**src/rtl/updown_pkg.sv**
```systemverilog
// Shared definitions for the parametrised up/down counter: mode constants,
// the decoded step encoding and the parameter legality check.
package updown_pkg;

    localparam int MODE_WRAP = 0;
    localparam int MODE_SAT  = 1;

    typedef enum logic [1:0] {
        STEP_HOLD = 2'b00,
        STEP_UP   = 2'b01,
        STEP_DOWN = 2'b10
    } step_t;

    // True when the parameter set describes a buildable counter.
    function automatic bit params_legal(input int width, input longint max_count,
                                        input int saturate, input longint reset_value);
        longint limit;
        if (width < 2 || width > 62) begin
            return 1'b0;
        end
        limit = (longint'(1) << width) - 1;
        return (max_count >= 1) && (max_count <= limit) &&
               (saturate == MODE_WRAP || saturate == MODE_SAT) &&
               (reset_value >= 0) && (reset_value <= max_count);
    endfunction

endpackage

```
**src/rtl/updown_counter_param_if.sv**
```systemverilog
// Bus bundle between a controller and the up/down counter: request strobes
// flow toward the counter, the registered count and status flow back.
interface updown_counter_param_if #(
    parameter int WIDTH = 4
);
    logic             clear;
    logic             load;
    logic [WIDTH-1:0] load_value;
    logic             increment;
    logic             decrement;
    logic [WIDTH-1:0] count;
    logic             at_max;
    logic             at_min;
    logic             wrap_pulse;
    logic             sat_pulse;
    logic             load_err;
    logic             dir;

    modport master (
        output clear, load, load_value, increment, decrement,
        input  count, at_max, at_min, wrap_pulse, sat_pulse, load_err, dir
    );

    modport slave (
        input  clear, load, load_value, increment, decrement,
        output count, at_max, at_min, wrap_pulse, sat_pulse, load_err, dir
    );
endinterface

```
**src/rtl/updown_next_calc.sv**
```systemverilog
// Combinational next-state logic of the up/down counter. Applies the
// clear > load > step priority and reports which event the update caused.
module updown_next_calc
    import updown_pkg::*;
#(
    parameter int WIDTH       = 4,
    parameter int MAX_COUNT   = (1 << WIDTH) - 1,
    parameter int SATURATE    = MODE_WRAP,
    parameter int RESET_VALUE = 0
) (
    input  logic [WIDTH-1:0] count,
    input  step_t            step,
    input  logic             clear,
    input  logic             load,
    input  logic [WIDTH-1:0] load_value,
    input  logic             dir,
    output logic [WIDTH-1:0] next_count,
    output logic             wrap_evt,
    output logic             sat_evt,
    output logic             lerr_evt,
    output logic             next_dir
);

    localparam logic [WIDTH-1:0] MAX_VAL   = WIDTH'(MAX_COUNT);
    localparam logic [WIDTH-1:0] RESET_VAL = WIDTH'(RESET_VALUE);

    // Limits are compared before stepping, so count never leaves 0..MAX_COUNT
    // and no carry bit is needed.
    always_comb begin
        next_count = count;
        wrap_evt   = 1'b0;
        sat_evt    = 1'b0;
        lerr_evt   = 1'b0;
        next_dir   = dir;
        if (clear) begin
            next_count = RESET_VAL;
        end else if (load) begin
            if (load_value > MAX_VAL) begin
                next_count = MAX_VAL;
                lerr_evt   = 1'b1;
            end else begin
                next_count = load_value;
            end
        end else begin
            case (step)
                STEP_UP: begin
                    next_dir = 1'b1;
                    if (count == MAX_VAL) begin
                        if (SATURATE == MODE_SAT) begin
                            sat_evt = 1'b1;
                        end else begin
                            next_count = '0;
                            wrap_evt   = 1'b1;
                        end
                    end else begin
                        next_count = count + WIDTH'(1);
                    end
                end
                STEP_DOWN: begin
                    next_dir = 1'b0;
                    if (count == '0) begin
                        if (SATURATE == MODE_SAT) begin
                            sat_evt = 1'b1;
                        end else begin
                            next_count = MAX_VAL;
                            wrap_evt   = 1'b1;
                        end
                    end else begin
                        next_count = count - WIDTH'(1);
                    end
                end
                default: begin
                end
            endcase
        end
    end

endmodule

```
**src/rtl/updown_counter_param.sv**
```systemverilog
// Parametrised up/down counter with wrap or saturate behaviour, synchronous
// clear/load and registered one-cycle event flags.
module updown_counter_param
    import updown_pkg::*;
#(
    parameter int WIDTH       = 4,
    parameter int MAX_COUNT   = (1 << WIDTH) - 1,
    parameter int SATURATE    = MODE_WRAP,
    parameter int RESET_VALUE = 0
) (
    input  logic                   clk,
    input  logic                   reset_n,
    updown_counter_param_if.slave  bus
);

    localparam bit               PARAMS_OK = params_legal(WIDTH, longint'(MAX_COUNT),
                                                          SATURATE, longint'(RESET_VALUE));
    localparam logic [WIDTH-1:0] MAX_VAL   = WIDTH'(MAX_COUNT);
    localparam logic [WIDTH-1:0] RESET_VAL = WIDTH'(RESET_VALUE);

    if (!PARAMS_OK) begin : g_bad_params
        $fatal(1, "updown_counter_param: illegal WIDTH/MAX_COUNT/SATURATE/RESET_VALUE");
    end

    step_t            step;
    logic [WIDTH-1:0] count_q;
    logic             wrap_q;
    logic             sat_q;
    logic             lerr_q;
    logic             dir_q;
    logic [WIDTH-1:0] next_count;
    logic             wrap_evt;
    logic             sat_evt;
    logic             lerr_evt;
    logic             next_dir;

    // Both or neither strobe means hold; only a lone strobe moves the count.
    always_comb begin
        step = STEP_HOLD;
        if (bus.increment && !bus.decrement) begin
            step = STEP_UP;
        end else if (bus.decrement && !bus.increment) begin
            step = STEP_DOWN;
        end
    end

    updown_next_calc #(
        .WIDTH       (WIDTH),
        .MAX_COUNT   (MAX_COUNT),
        .SATURATE    (SATURATE),
        .RESET_VALUE (RESET_VALUE)
    ) u_next_calc (
        .count      (count_q),
        .step       (step),
        .clear      (bus.clear),
        .load       (bus.load),
        .load_value (bus.load_value),
        .dir        (dir_q),
        .next_count (next_count),
        .wrap_evt   (wrap_evt),
        .sat_evt    (sat_evt),
        .lerr_evt   (lerr_evt),
        .next_dir   (next_dir)
    );

    // Count, direction and event flags all update on the same edge so the
    // pulses line up with the count they describe.
    always_ff @(posedge clk or negedge reset_n) begin
        if (!reset_n) begin
            count_q <= RESET_VAL;
            wrap_q  <= 1'b0;
            sat_q   <= 1'b0;
            lerr_q  <= 1'b0;
            dir_q   <= 1'b1;
        end else begin
            count_q <= next_count;
            wrap_q  <= wrap_evt;
            sat_q   <= sat_evt;
            lerr_q  <= lerr_evt;
            dir_q   <= next_dir;
        end
    end

    assign bus.count      = count_q;
    assign bus.at_max     = (count_q == MAX_VAL);
    assign bus.at_min     = (count_q == '0);
    assign bus.wrap_pulse = wrap_q;
    assign bus.sat_pulse  = sat_q;
    assign bus.load_err   = lerr_q;
    assign bus.dir        = dir_q;

endmodule
```
**src/flat_wrapper.sv**
```systemverilog
// flat-port wrapper written by rule: the top's interface ports become plain ports
module updown_counter_param_flat import updown_pkg::*;
#(
    parameter int WIDTH       = 4,
    parameter int MAX_COUNT   = (1 << WIDTH) - 1,
    parameter int SATURATE    = MODE_WRAP,
    parameter int RESET_VALUE = 0
)
  (clk, reset_n, bus_clear, bus_load, bus_load_value, bus_increment, bus_decrement, bus_count, bus_at_max, bus_at_min, bus_wrap_pulse, bus_sat_pulse, bus_load_err, bus_dir);
  updown_counter_param_if #(.WIDTH(WIDTH)) bus_i ();
  input  logic clk;
  input  logic reset_n;
  input wire logic [$bits(bus_i.clear)-1:0] bus_clear;
  input wire logic [$bits(bus_i.load)-1:0] bus_load;
  input wire logic [$bits(bus_i.load_value)-1:0] bus_load_value;
  input wire logic [$bits(bus_i.increment)-1:0] bus_increment;
  input wire logic [$bits(bus_i.decrement)-1:0] bus_decrement;
  output wire logic [$bits(bus_i.count)-1:0] bus_count;
  output wire logic [$bits(bus_i.at_max)-1:0] bus_at_max;
  output wire logic [$bits(bus_i.at_min)-1:0] bus_at_min;
  output wire logic [$bits(bus_i.wrap_pulse)-1:0] bus_wrap_pulse;
  output wire logic [$bits(bus_i.sat_pulse)-1:0] bus_sat_pulse;
  output wire logic [$bits(bus_i.load_err)-1:0] bus_load_err;
  output wire logic [$bits(bus_i.dir)-1:0] bus_dir;
  assign bus_i.clear = bus_clear;
  assign bus_i.load = bus_load;
  assign bus_i.load_value = bus_load_value;
  assign bus_i.increment = bus_increment;
  assign bus_i.decrement = bus_decrement;
  assign bus_count = bus_i.count;
  assign bus_at_max = bus_i.at_max;
  assign bus_at_min = bus_i.at_min;
  assign bus_wrap_pulse = bus_i.wrap_pulse;
  assign bus_sat_pulse = bus_i.sat_pulse;
  assign bus_load_err = bus_i.load_err;
  assign bus_dir = bus_i.dir;
  updown_counter_param #(.WIDTH(WIDTH), .MAX_COUNT(MAX_COUNT), .SATURATE(SATURATE), .RESET_VALUE(RESET_VALUE)) u_core (.clk(clk), .reset_n(reset_n), .bus(bus_i));
endmodule
```
**config.mk**
```make
export PLATFORM = sky130hd
export DESIGN_NAME = updown_counter_param_flat
export DESIGN_NICKNAME = d
export VERILOG_FILES = /design/src/rtl/updown_pkg.sv /design/src/rtl/updown_counter_param_if.sv /design/src/rtl/updown_next_calc.sv /design/src/rtl/updown_counter_param.sv /design/src/flat_wrapper.sv
export SDC_FILE = /design/constraint.sdc
export NUM_CORES = 1
export LEC_CHECK = 0
export CORE_AREA = 2 2 39 41
export CTS_BUF_LIST = sky130_fd_sc_hd__clkbuf_8
export DETAILED_ROUTE_END_ITERATION = 7
export DIE_AREA = 0 0 41 43
export PLACE_DENSITY = 0.8
export SLEW_MARGIN = 15
export SYNTH_ARGS = -nofsm -noshare
export SYNTH_HDL_FRONTEND = slang
export SYNTH_SLANG_ARGS = --single-unit
export TNS_END_PERCENT = 30
```
**constraint.sdc**
```tcl
create_clock -name clk -period 2.5 [get_ports clk]
set_clock_uncertainty 0.15 [all_clocks]
set_input_delay 0.5 -clock clk [delete_from_list [all_inputs] [get_ports clk]]
set_output_delay 0.5 -clock clk [all_outputs]
set_load 0.02 [all_outputs]
```
Yosys cells after proc, flatten, opt, wreduce, memory -nomap -nowiden --
Cells that the tools add are included.
Word-level totals: flip-flop bits (word level) 7, bits of input ports 10, word-level logic and storage cells 37
Operators by class: add/sub/neg operators 2, $lt $le $gt $ge 1, eq/ne operators 3, mux-type cells 17, bitwise gates (word level) 2, reduce and logical (&&, ||, !) cells 8
Operator list (count):
- $mux 4 | 5
- $pmux 4 s2 | 1
- $mux 1 | 7
- $add 4x1->4 const B | 1
- $eq 4x4->1 const B | 1
- $gt 4x4->1 const B | 1
- $logic_not 4->1 | 1
- $mux 2 | 2
- $pmux 1 s2 | 2
- $reduce_bool 4->1 | 1
- $sub 4x1->4 const B | 1
- $reduce_and 3->1 | 1
- $eq 2x1->1 const B | 1
- $eq 2x2->1 const B | 1
- $logic_and 1x1->1 | 2
- $logic_not 1->1 | 2
- $not 1->1 | 2
- $reduce_bool 2->1 | 1

Depth between registers and ports, before layout --
depth in word-level cells 8, mapped depth 7

Cells and area by module --
From an unflattened synthesis, not the netlist that was laid out.
Second synthesis, totals: cells, all modules 64, area total of the unflattened synthesis 586.8 µm²
Modules (own cells, without submodules):
- updown_next_calc | times used 1, cells each 52, area each 350.3 µm², seq. area each 0.0 µm²
- updown_counter_param | times used 1, cells each 12, area each 236.5 µm², seq. area each 201.4 µm²

Least setup slack after synthesis --
No wires, ideal clock.
kind register -> output, start register u_core.count_q[0], in the netlist u_core.bus.count[0], end output bus_at_min, arrival time 1.382 ns, data required time 1.850 ns, setup slack 0.468 ns, cell stages (with the launch flop) 4, buffers on the path 0, cells stage by stage dfrtp_1 > inv_2 > ha_1 > nor3b_1
Between the ends: longest elaborated chain between the ends 1
RTL lines:
- start, declared | RTL line updown_counter_param.sv:26 | logic [WIDTH-1:0] count_q;
- start signal, assigned | RTL line updown_counter_param.sv:76 | count_q <= next_count;
- $logic_not 4->1 | RTL line updown_counter_param.sv:86 | assign bus.at_min = (count_q == '0);
- end, declared | RTL line flat_wrapper.sv:20 | output wire logic [$bits(bus_i.at_min)-1:0] bus_at_min;
No other way between the ends.

Final worst setup path --
start register u_core.count_q[0], in the netlist u_core.bus.count[0], end output bus_at_max
Between the ends: longest elaborated chain between the ends 1
RTL lines:
- $eq 4x4->1 | RTL line updown_counter_param.sv:85 | assign bus.at_max = (count_q == MAX_VAL);
- end, declared | RTL line flat_wrapper.sv:19 | output wire logic [$bits(bus_i.at_max)-1:0] bus_at_max;
No other way between the ends.

==> impl_summary.log <==
INFO  metric outcome = completed
INFO  metric cts-htree-levels = 1
INFO  metric grt_first_pass_wirelength = 1660 µm
INFO  metric capturing_point_of_the_worst_reg2reg_path = u_core.bus.count[3]$_DFFE_PN0P_
INFO  metric p_leak = 0.316 nW
INFO  metric cts_post_setup_buffers_inserted = 0
INFO  metric power.combinational.fraction = about a third
INFO  metric netlist_instances = 59
INFO  metric numPlacedInstances = 90
INFO  metric number_of_nets_still_failing_antenna_checks_after_routing = 0
INFO  metric critPathMaxFanout = 7
INFO  metric ys_warn_count = 0
INFO  metric synth_cell_type_count = 29
INFO  metric setup.reg_to_reg.worst_slack = 0.84 ns
INFO  metric max-clock-path-buffers = 2
INFO  metric synth_async_sr_flop_share = 100%
INFO  metric fmax = 0.414 GHz
INFO  metric worst_stage_delay_on_the_critical_path = 0.60 ns
INFO  metric fp-row-count = 14
INFO  metric power.share.clock = 37.8%
INFO  metric setup.worst_path.start = u_core.bus.count[0]$_DFFE_PN0P_
INFO  metric finalSetupViolCount = 0
INFO  metric avgSynthCellArea = 8.21 µm²
INFO  metric timing.critical_path.cells = buf_4 -> ha_1 -> and3_1 -> clkdlybuf4s50_1
INFO  metric max-cap-violations = 0
INFO  metric clkSinkCount = 6
INFO  metric pwr-share-seq = 29.8%
INFO  metric dominantRegCellSynth = dfrtp_1
INFO  metric pre_cts_ws = 0.243 ns
INFO  metric powerDensity = 558 nW/µm²
INFO  metric criticalPathCategory = reg2out
INFO  metric internal_power = 277 µW
INFO  metric wl_per_cell = 11.3 µm
INFO  metric final_net_count = 93
INFO  metric drc_violations = 0
INFO  metric detail_route.iter0.violations = 5
INFO  metric detail_route.wirelength = 1060 µm
INFO  metric mappedNetlistArea = a little under 500 µm²
INFO  metric first_global_vias = around 400
INFO  metric hold_removal_path_class = reg2reg
INFO  metric ios = 20
INFO  metric sequential_to_total_area_share_from_yosys_stat = 31.3%
INFO  metric cts_root_buf = clkbuf_8
INFO  metric grt_max_degree = 10
INFO  metric ffs_latches_synth = 6
INFO  metric drive_above_1_share = 10.3%
INFO  metric period_minus_slack = 2.41 ns
INFO  metric die-area = ~1800 µm²
INFO  metric switching_share = 29.9%
INFO  metric rsz0062_at_grt = no
INFO  metric cp.arrival = 1.76 ns
INFO  metric clk_pin_slew = 0.04 ns
INFO  metric cts_tree = yes
INFO  metric ir_drop = approximately 0.00025 V
INFO  metric report.final.hold_viol_count = 0
INFO  metric power_switching = 118 µW
INFO  metric core_area = between 1000 and 1500 µm²
INFO  metric regToRegStartpoint = u_core.bus.count[0]$_DFFE_PN0P_
INFO  metric tritoncts.num_buffers = 3
INFO  metric globalRouteTotalUtil = 14.1%
INFO  metric final_cell_count_no_fill = between 90 and 100
INFO  metric syn2layout_area_growth = 46.3%
INFO  metric worst_setup_path_end_kind = primary output
INFO  metric min_delay_path_depth = 2
INFO  metric post_synth_edffs = 0
INFO  metric clk_latency = 0.23 ns
INFO  metric worst_path_dominant_cell_family = buffers and inverters
INFO  metric floorplan.die.width = about 41 µm
INFO  metric layout_setup_ws = slightly below 0.09 ns
INFO  metric dr.pass1.iters = 4
INFO  metric reg2regPathDepth = 6
INFO  metric grt_antenna_before_repair = 0
INFO  metric portBuffers = 17
INFO  metric initial_core_util = about a third
INFO  metric netlist_top_cells_area = dfrtp_1 26%, ha_1 10%, dfstp_2 5.4%
INFO  metric antenna_cells_inserted = 0
INFO  metric synthDominantAreaCellType = dfrtp_1
INFO  metric yosysTopAreaCellShare = 25.8%
INFO  metric cts.repair.resized = 1
INFO  metric detail_route.vias_per_cell = 4.80
INFO  metric cp-start-kind = register
INFO  metric timing.hold.worst_endpoint = u_core.bus.dir$_DFFE_PN1P_
INFO  metric setup-tns-final = 0 ns
INFO  metric slowest_stage = clkdlybuf4s50_1
INFO  metric hp-start = u_core.bus.dir$_DFFE_PN1P_
INFO  metric globalRoute.totalOverflow = 0
INFO  metric die-height = 43 µm
INFO  metric via_count = between 400 and 500
INFO  metric critical_path_buf_inv_count = 2
INFO  metric critPathRequiredTime = 1.85 ns
INFO  metric final.period_utilization = 96.5%
INFO  metric postPlaceCellArea = around 660 µm²
INFO  metric globalplace.congestion = between 0.7 and 0.8
INFO  metric holdBufCountCts = 0
INFO  metric layout.cell_area.non_filler = slightly above 700 µm²
INFO  metric finalMaxSlewViolations = 0
INFO  metric post-dp-hpwl = between 800 and 900 µm
## through the flow
stage          hold slack [ns]  utilization (%)  power [mW]
2_1_floorplan           0.0544                -       0.196
3_3_place_gp             0.304             48.0       0.247
3_5_place_dp             0.315             48.0       0.249
4_1_cts                  0.320             51.2       0.400
5_1_grt                  0.327             51.2       0.422
6_report                 0.313             51.2       0.395
## worst max path at each step
stage                       endpoint  slack, ns  depth (start not counted)
after floorplan           bus_at_min       0.47                          3
after global placement    bus_at_min       0.29                          4
after detailed placement  bus_at_min       0.24                          4
after CTS                 bus_at_max        0.1                          4
after global routing      bus_at_max       0.02                          4
final                     bus_at_max       0.09                          4
## layer usage
| metal | wire length, µm | global-route usage (%) | vias to the layer above |
|---|---|---|---|
| met3 | 31 | 4.71 | 0 |
| met1 | 481 | 18.2 | 208 |
| li1 | - | - | 236 |
| met4 | 0 | 6.00 | 0 |
| met5 | 0 | 0 | - |
| met2 | 550 | 20.6 | 7 |
## cell families (layout without fill, tap and decap cells)
family          after synthesis  after routing  share of synthesized area [%]
compound gates               17             17                           22.2
xor+xnor                      2              2                           3.62
fa+ha+maj                     4              4                           10.3
buf+inv                      14             32                           12.9
flops                         6              6                           31.3
mux                           2              2                           4.13
other cells                   1              2                          0.774
simple gates                 13             13                           14.7
## sequential cells by signal (all words and copies together) (netlist names)
signal and cells:
u_core.bus.count 4, u_core.bus.dir 1, u_core.bus.wrap_pulse 1
## placed cells by master (no fill, tap or decap), types with 3 or more instances in the layout
| cell type | netlist | final |
|---|---|---|
| clkdlybuf4s50_1 | 0 | 16 |
| inv_1 | 7 | 8 |
| a21oi_1 | 5 | 5 |
| dfrtp_1 | 5 | 5 |
| nor2_1 | 4 | 4 |
| ha_1 | 4 | 4 |
| o21ai_1 | 3 | 3 |
| clkbuf_8 | 0 | 3 |
## cells in the mapped netlist, types with 2 or more instances
cell type,count
o21ai_0,2
ha_1,4
buf_2,2
a221oi_1,2
mux2i_1,2
inv_1,7
o21ai_1,3
a21oi_1,5
inv_2,2
nor2_1,4
xnor2_1,2
buf_4,2
dfrtp_1,5
nand2_1,2
## tightest hold or removal path: stages, from the launching register on
cell,delay (ns)
dfstp_2,0.36
nand2_1,0.04
o21ai_1,0.05
## area by class of cell
type,count,area [µm²]
sequential,6,151
inverter,9,33.8
clock inverter,1,3.75
multi-input combinational,40,274
timing repair buffer,19,184
tap,16,20.0
clock buffer,3,41.3
fill,127,676
## power by group through the flow
stage | Sequential [mW] | Clock, mW | Combinational, mW
after floorplan | 0.132 | 0 | 0.0636
after global placement | 0.119 | 0 | 0.128
after detailed placement | 0.119 | 0 | 0.130
after CTS | 0.118 | 0.154 | 0.128
after global routing | 0.119 | 0.164 | 0.139
final | 0.118 | 0.150 | 0.128
No activity file was read; power rests on OpenSTA's default activity.
